File: src/rtl/fifo_event_sequencer.sv
// Event framing around a single-clock sample FIFO: header + N samples are written only when the whole
// event fits, and only complete events are drained to a valid/ready stream through a 2-entry skid buffer.
module fifo_event_sequencer #(
    parameter int DEPTH  = 16384,
    parameter int CNT_W  = 15,
    parameter int LEN_W  = 14,
    parameter int RD_LAT = 1
) (
    input  logic             clk_i,
    input  logic             reset_i,
    input  logic             arm_i,
    input  logic             disarm_i,
    input  logic             continuous_i,
    input  logic [LEN_W-1:0] sample_count_i,
    input  logic             trig_in_i,
    input  logic             sample_valid_i,
    input  logic [15:0]      sample_data_i,
    output logic             fifo_we_o,
    output logic [17:0]      fifo_data_o,
    input  logic [CNT_W-1:0] fifo_wrcnt_i,
    input  logic             fifo_full_i,
    input  logic             fifo_empty_i,
    output logic             fifo_re_o,
    input  logic [17:0]      fifo_q_i,
    output logic [17:0]      out_data_o,
    output logic             out_valid_o,
    output logic             out_last_o,
    input  logic             out_ready_i,
    output logic             busy_o,
    output logic [15:0]      event_cnt_o,
    output logic [15:0]      drop_cnt_o
);

    localparam logic [1:0] TAG_HDR  = 2'b10;
    localparam logic [1:0] TAG_SMP  = 2'b00;
    localparam logic [1:0] TAG_LAST = 2'b01;

    typedef enum logic [1:0] {S_IDLE, S_ARMED, S_HDR, S_CAPT} state_e;
    state_e state_q, state_d;

    logic [LEN_W-1:0] len_q, scnt_q;
    logic             cont_q, disarm_seen_q;
    logic [15:0]      event_cnt_q, drop_cnt_q, pending_q;
    logic             space_ok, arm_ok, cap_word, cap_last, drop_ev;
    logic             pending_inc, pending_dec;

    // Space check is done in 16 bits so WRCNT + LEN + 1 cannot wrap.
    assign space_ok = (16'(fifo_wrcnt_i) + 16'(len_q) + 16'd1) <= 16'(DEPTH);
    assign arm_ok   = (state_q == S_IDLE) && arm_i && (pending_q == 16'd0);
    assign cap_word = (state_q == S_CAPT) && sample_valid_i;
    assign cap_last = cap_word && (scnt_q == len_q - LEN_W'(1));
    assign drop_ev  = trig_in_i && (((state_q == S_ARMED) && !space_ok) ||
                                    (state_q == S_HDR) || (state_q == S_CAPT));

    always_ff @(posedge clk_i) begin
        if (reset_i) state_q <= S_IDLE;
        else         state_q <= state_d;
    end

    always_comb begin
        state_d = state_q;
        case (state_q)
            S_IDLE:  if (arm_ok) state_d = S_ARMED;
            S_ARMED: begin
                if (disarm_i)                    state_d = S_IDLE;
                else if (trig_in_i && space_ok)  state_d = S_HDR;
            end
            S_HDR:   state_d = S_CAPT;
            S_CAPT:  if (cap_last)
                         state_d = (cont_q && !disarm_seen_q && !disarm_i) ? S_ARMED : S_IDLE;
            default: state_d = S_IDLE;
        endcase
    end

    always_comb begin
        fifo_we_o   = 1'b0;
        fifo_data_o = {TAG_SMP, sample_data_i};
        case (state_q)
            S_HDR: begin
                fifo_we_o   = 1'b1;
                fifo_data_o = {TAG_HDR, event_cnt_q};
            end
            S_CAPT: begin
                fifo_we_o   = sample_valid_i;
                fifo_data_o = {(cap_last ? TAG_LAST : TAG_SMP), sample_data_i};
            end
            default: ;
        endcase
    end

    always_ff @(posedge clk_i) begin
        if (reset_i) begin
            len_q         <= '0;
            cont_q        <= 1'b0;
            disarm_seen_q <= 1'b0;
            scnt_q        <= '0;
            event_cnt_q   <= '0;
            drop_cnt_q    <= '0;
        end else begin
            if (arm_ok) begin
                len_q         <= sample_count_i;
                cont_q        <= continuous_i;
                disarm_seen_q <= 1'b0;
            end
            // A disarm during capture is held until the event closes.
            if (((state_q == S_HDR) || (state_q == S_CAPT)) && disarm_i) disarm_seen_q <= 1'b1;
            if (cap_last) disarm_seen_q <= 1'b0;
            if (state_q == S_HDR)  scnt_q <= '0;
            else if (cap_word)     scnt_q <= scnt_q + LEN_W'(1);
            if (cap_last) event_cnt_q <= event_cnt_q + 16'd1;
            if (drop_ev && (drop_cnt_q != 16'hFFFF)) drop_cnt_q <= drop_cnt_q + 16'd1;
        end
    end

    logic [RD_LAT:1]   vld_pipe_q;
    logic [1:0][17:0]  skid_q;
    logic              skid_wr_q, skid_rd_q;
    logic [1:0]        occ_q;
    logic [CNT_W-1:0]  words_q;
    logic              land, pop;
    logic [2:0]        inflight;

    assign land        = vld_pipe_q[RD_LAT];
    assign inflight    = 3'($countones(vld_pipe_q));
    assign out_valid_o = (occ_q != 2'd0);
    assign out_data_o  = skid_q[skid_rd_q];
    assign out_last_o  = out_valid_o && (out_data_o[17:16] == TAG_LAST);
    assign pop         = out_valid_o && out_ready_i;
    assign pending_inc = cap_last;
    assign pending_dec = pop && out_last_o;

    // A pop this cycle frees a slot, which keeps the stream at one word per cycle.
    assign fifo_re_o = (pending_q != 16'd0) && !fifo_empty_i &&
                       ((3'(occ_q) + inflight) < (3'd2 + 3'(pop))) &&
                       (words_q < (CNT_W'(len_q) + CNT_W'(1)));

    always_ff @(posedge clk_i) begin
        if (reset_i) begin
            vld_pipe_q <= '0;
            skid_q     <= '0;
            skid_wr_q  <= 1'b0;
            skid_rd_q  <= 1'b0;
            occ_q      <= 2'd0;
            words_q    <= '0;
            pending_q  <= '0;
        end else begin
            vld_pipe_q[1] <= fifo_re_o;
            for (int i = 2; i <= RD_LAT; i++) vld_pipe_q[i] <= vld_pipe_q[i-1];
            if (land) begin
                skid_q[skid_wr_q] <= fifo_q_i;
                skid_wr_q         <= ~skid_wr_q;
            end
            if (pop) skid_rd_q <= ~skid_rd_q;
            occ_q <= occ_q + 2'(land) - 2'(pop);
            if (pending_dec)    words_q <= '0;
            else if (fifo_re_o) words_q <= words_q + CNT_W'(1);
            if (pending_inc && !pending_dec)      pending_q <= pending_q + 16'd1;
            else if (!pending_inc && pending_dec) pending_q <= pending_q - 16'd1;
        end
    end

    assign busy_o      = (state_q != S_IDLE) || (pending_q != 16'd0);
    assign event_cnt_o = event_cnt_q;
    assign drop_cnt_o  = drop_cnt_q;

    a_no_write_when_full: assert property (@(posedge clk_i) disable iff (reset_i)
                                           !(fifo_we_o && fifo_full_i));

endmodule

File: config.mk
export PLATFORM = sky130hd
export DESIGN_NAME = fifo_event_sequencer
export DESIGN_NICKNAME = d
export VERILOG_FILES = /design/src/rtl/fifo_event_sequencer.sv
export SDC_FILE = /design/constraint.sdc
export NUM_CORES = 1
export LEC_CHECK = 0
export BUFFER_PORTS_ARGS = -buffer_cell sky130_fd_sc_hd__buf_2
export CORE_MARGIN = 2
export CORE_UTILIZATION = 45
export DETAILED_ROUTE_END_ITERATION = 10
export GPL_TIMING_DRIVEN = 0
export PLACE_DENSITY = 0.66
export RECOVER_POWER = 100
export SLEW_MARGIN = 0
export SYNTH_ARGS = -nofsm -noshare
export SYNTH_HDL_FRONTEND = slang
export SYNTH_SLANG_ARGS = --single-unit
File: constraint.sdc
create_clock -name clk_i -period 8.4 [get_ports clk_i]
set_input_delay 0 -clock clk_i [delete_from_list [all_inputs] [get_ports clk_i]]
set_output_delay 0 -clock clk_i [all_outputs]
set_load 0.01 [all_outputs]
==> summary.md <==
| Metric | Value |
|---|---|
| Worst Path Arrival | 6890 ps |
| Non-filler cells, final | 1515 |
| Mean post-synth cell area | 8.00 sq um |
| CP Max Fanout | 16 |
| Most common cell after layout, fill and taps aside | nand2_1 |
| DIE HEIGHT | 142 um |
| Post-Synthesis Cells | 1068 |
| Final TNS setup | 0 ps |
| Area growth, synth to finish | 21.8% |
| Critical path required time | 8760 ps |
| Vias per cell | 5.43 |
| Total CTS buffers | 17 |
| Worst vdd ir | 0.000145 V |
| CTS tree | built |
| Total gr overflow | 0 |
| Final setup fails | 0 |
| Period utilization | 77.8% |
| Clock skew | 11.5 ps |
| Detailed Place HPWL | 16800 um |
| Vias in the first global route | 7490 |
| CP max stage delay | 1010 ps |
| Total die area | 20100 sq um |
| Largest net degree at the start of global routing | 17 |
| H-tree levels | 4 |
| Seq cells post-synth | 136 |
| Pwr/cell area | 164 nW/um^2 |
| Status | finished, final reports clean |
| Reg2reg setup slack | 1870 ps |
| Setup crit end kind | register |
| Post-synthesis async set-or-reset flop share | 0% |
| Setup crit start kind | register |
| Initial antenna violation count | 0 |
| Post-CTS resize count | 0 |
| # DRC | 0 |
| Drt pass-1 iters | 5 |
| Die W | 142 um |
| # clock sinks | 136 |
| Final hold violations | 0 |
| Nets | 1396 |
| Row count | 50 |
| Synth area leaders | dfxtp_1, ha_1, nand2_1 |
| Distinct cells, synth | 64 |
| Mapped Area | 8550 sq um |
| Worst Tran Pin Value | 1250 ps |
| Vias | 8224 |
| Antenna diodes | 0 |
| IO Port Bufs | 144 |
| Seq/Total Area, Yosys | 31.9% |
| Post-DR wirelength/cell | 15.1 um |
| Cell leakage power | 4.22 nW |
| Critical path, cell by cell | inv_1 -> ha_1 -> clkbuf_1 -> or4b_1 -> nor4_4 -> xnor2_1 -> nor3_1 -> o2111a_2 -> nor4b_1 -> ha_1 -> inv_1 -> ha_1 -> nor2b_1 -> o21ai_0 -> a21oi_1 -> o21a_1 -> o21ai_0 -> a211oi_1 -> o21a_1 -> o21a_1 -> o31a_1 -> nor2_1 |
| RD Place Congestion | 0.845 |
| Min-delay worst type | primary input to register |
| Yosys warns | 0 |
| IO Count | 146 |
| Clock root cell | clkbuf_16 |
| RSZ-0062 raised after global routing | false |
| CP Class | register to register |
| Crit-path slowest cell | nor4b_1 |
| Max_cap viols | 0 |
| Post-synth EDFFs | 0 |
| DR iter-0 viols | 445 |
| Top FF cell, synth | dfxtp_1 |
| Path depth of the worst reg2reg path | 22 |
| Routed Antenna Nets | 0 |
| Clock-pin slew on the worst setup and hold paths | 60 ps |
| Post-synth top area share | 31.9% |
| Max clock buf depth | 2 |
| Gr usage total | 23.0% |
| Final worst path period need | 6530 ps |
| Global-route wire length before repair | 37500 um |
| Fillcell total | 1830 |
| Placed Cells | 1446 |
| Starting density of the core | 45.9% |
| Max Slew Vio Count | 0 |
| Ratio of cells with drive above 1 in the final layout | 11.9% |
| Core box area | 18600 sq um |
| Hold Path Cell Cnt | 5 |
| Relative slew slack | 15.4% |
| Routed WL | 22900 um |
| Final hold slack | 92.0 ps |
| Post-Syn Nets | 1196 |
| FMAX | 153 MHz |
| Worst skew pair latency | 420 ps |
| Area leader, netlist | dfxtp_1 |
| Most frequent cells in the layout | nand2_1, dfxtp_1, clkbuf_1 |
## worst max-delay path: cells and delay by family, from the launching register on
| kind | cells | cell delay [ps] |
|---|---|---|
| AOI/OAI and AO/OA | 9 | 1960 |
| xor gates and xnor gates | 1 | 90 |
| adders and majority gates | 3 | 1010 |
| buffers and inverters | 3 | 820 |
| DFF | 1 | 410 |
| and+or+nand+nor | 6 | 2180 |
## cells by family after synthesis
kind of cell | synth area share [%]
buf+inv | 4.05
mux | 7.04
simple gates | 25.3
compound gates | 15.7
xor+xnor | 7.85
fa+ha+maj | 8.14
flops | 31.9
## routing by layer
metal	global-route usage [%]	wire length (um)	vias to the layer above
met3	3.34	815	24
met1	31.5	10900	3837
li1	-	-	4208
met2	37.8	10800	155
met4	6.95	349	0
met5	0	0	-
## final cells by class
| class | count | area, sq um | share of cell area (%) |
|---|---|---|---|
| Multi-Input combinational cell | 845 | 5470 | 52.5 |
| Sequential cell | 136 | 2720 | 26.1 |
| Timing Repair Buffer | 181 | 1000 | 9.61 |
| Clock buffer | 18 | 439 | 4.22 |
| Tap cell | 234 | 293 | 2.81 |
| Buffer | 50 | 199 | 1.91 |
| Clock inverter | 14 | 156 | 1.50 |
| Inverter | 37 | 139 | 1.33 |
## what timing repair did
item,CTS,global route
hold buffers,37,0
setup buffers,0,0
endpoints found under the hold margin,58,0
endpoints found under the setup margin,0,0
## synthesized netlist by cell type, types with 3 or more instances
cell,number
and3_1,29
a21o_1,14
inv_1,37
nor4b_1,5
a21oi_1,94
and4_1,3
buf_1,5
or3_1,21
xnor2_1,33
dfxtp_1,136
mux2_2,33
a22oi_1,4
or4_1,8
buf_2,3
or2_2,6
nor4_1,8
nand3_1,38
xor2_1,41
o2111ai_1,3
a311oi_1,5
a31oi_1,7
nand3b_1,4
o21a_1,10
ha_1,54
o211ai_1,7
nor3b_1,3
a211oi_1,7
and2_1,5
nor2b_1,8
mux2i_1,23
o31ai_1,8
nor3_1,19
nand4_1,19
clkbuf_1,39
nand2_1,137
o31a_1,4
o21ai_0,40
nand2b_1,8
nor2_1,108
## flip-flops by register name, summed over array words and instances (netlist names), 2 cells and up, named ones only
signal	count
occ_q	2
scnt_q	14
drop_cnt_o	16
words_q	15
event_cnt_o	16
pending_q	16
skid_q	36
len_q	14
## through the flow
| step | instance area (sq um) | setup WS [ps] | power [mW] | util, % |
|---|---|---|---|---|
| after floorplan | 8550 | 3460 | 0.875 | - |
| after global placement | 9560 | 2530 | 0.952 | 51.3 |
| after detailed placement | 9560 | 2520 | 0.956 | 51.3 |
| after CTS | 10500 | 2480 | 1.72 | 56.5 |
| after global routing | 10400 | 1140 | 1.78 | 55.9 |
| final | 10400 | 1870 | 1.70 | 55.9 |
## final timing paths
check                       from             to
setup / recovery        len_q[0]  pending_q[12]
hold / removal    sample_valid_i      scnt_q[2]
setup reg to reg        len_q[0]  pending_q[12]
hold reg to reg        skid_q[6]      skid_q[6]
## report_power, final
| part | internal (mW) | switching (mW) |
|---|---|---|
| Sequential | 0.657 | 0.0131 |
| Clock | 0.429 | 0.323 |
| Combinational | 0.124 | 0.157 |
Power figures use the tool's default switching activity.
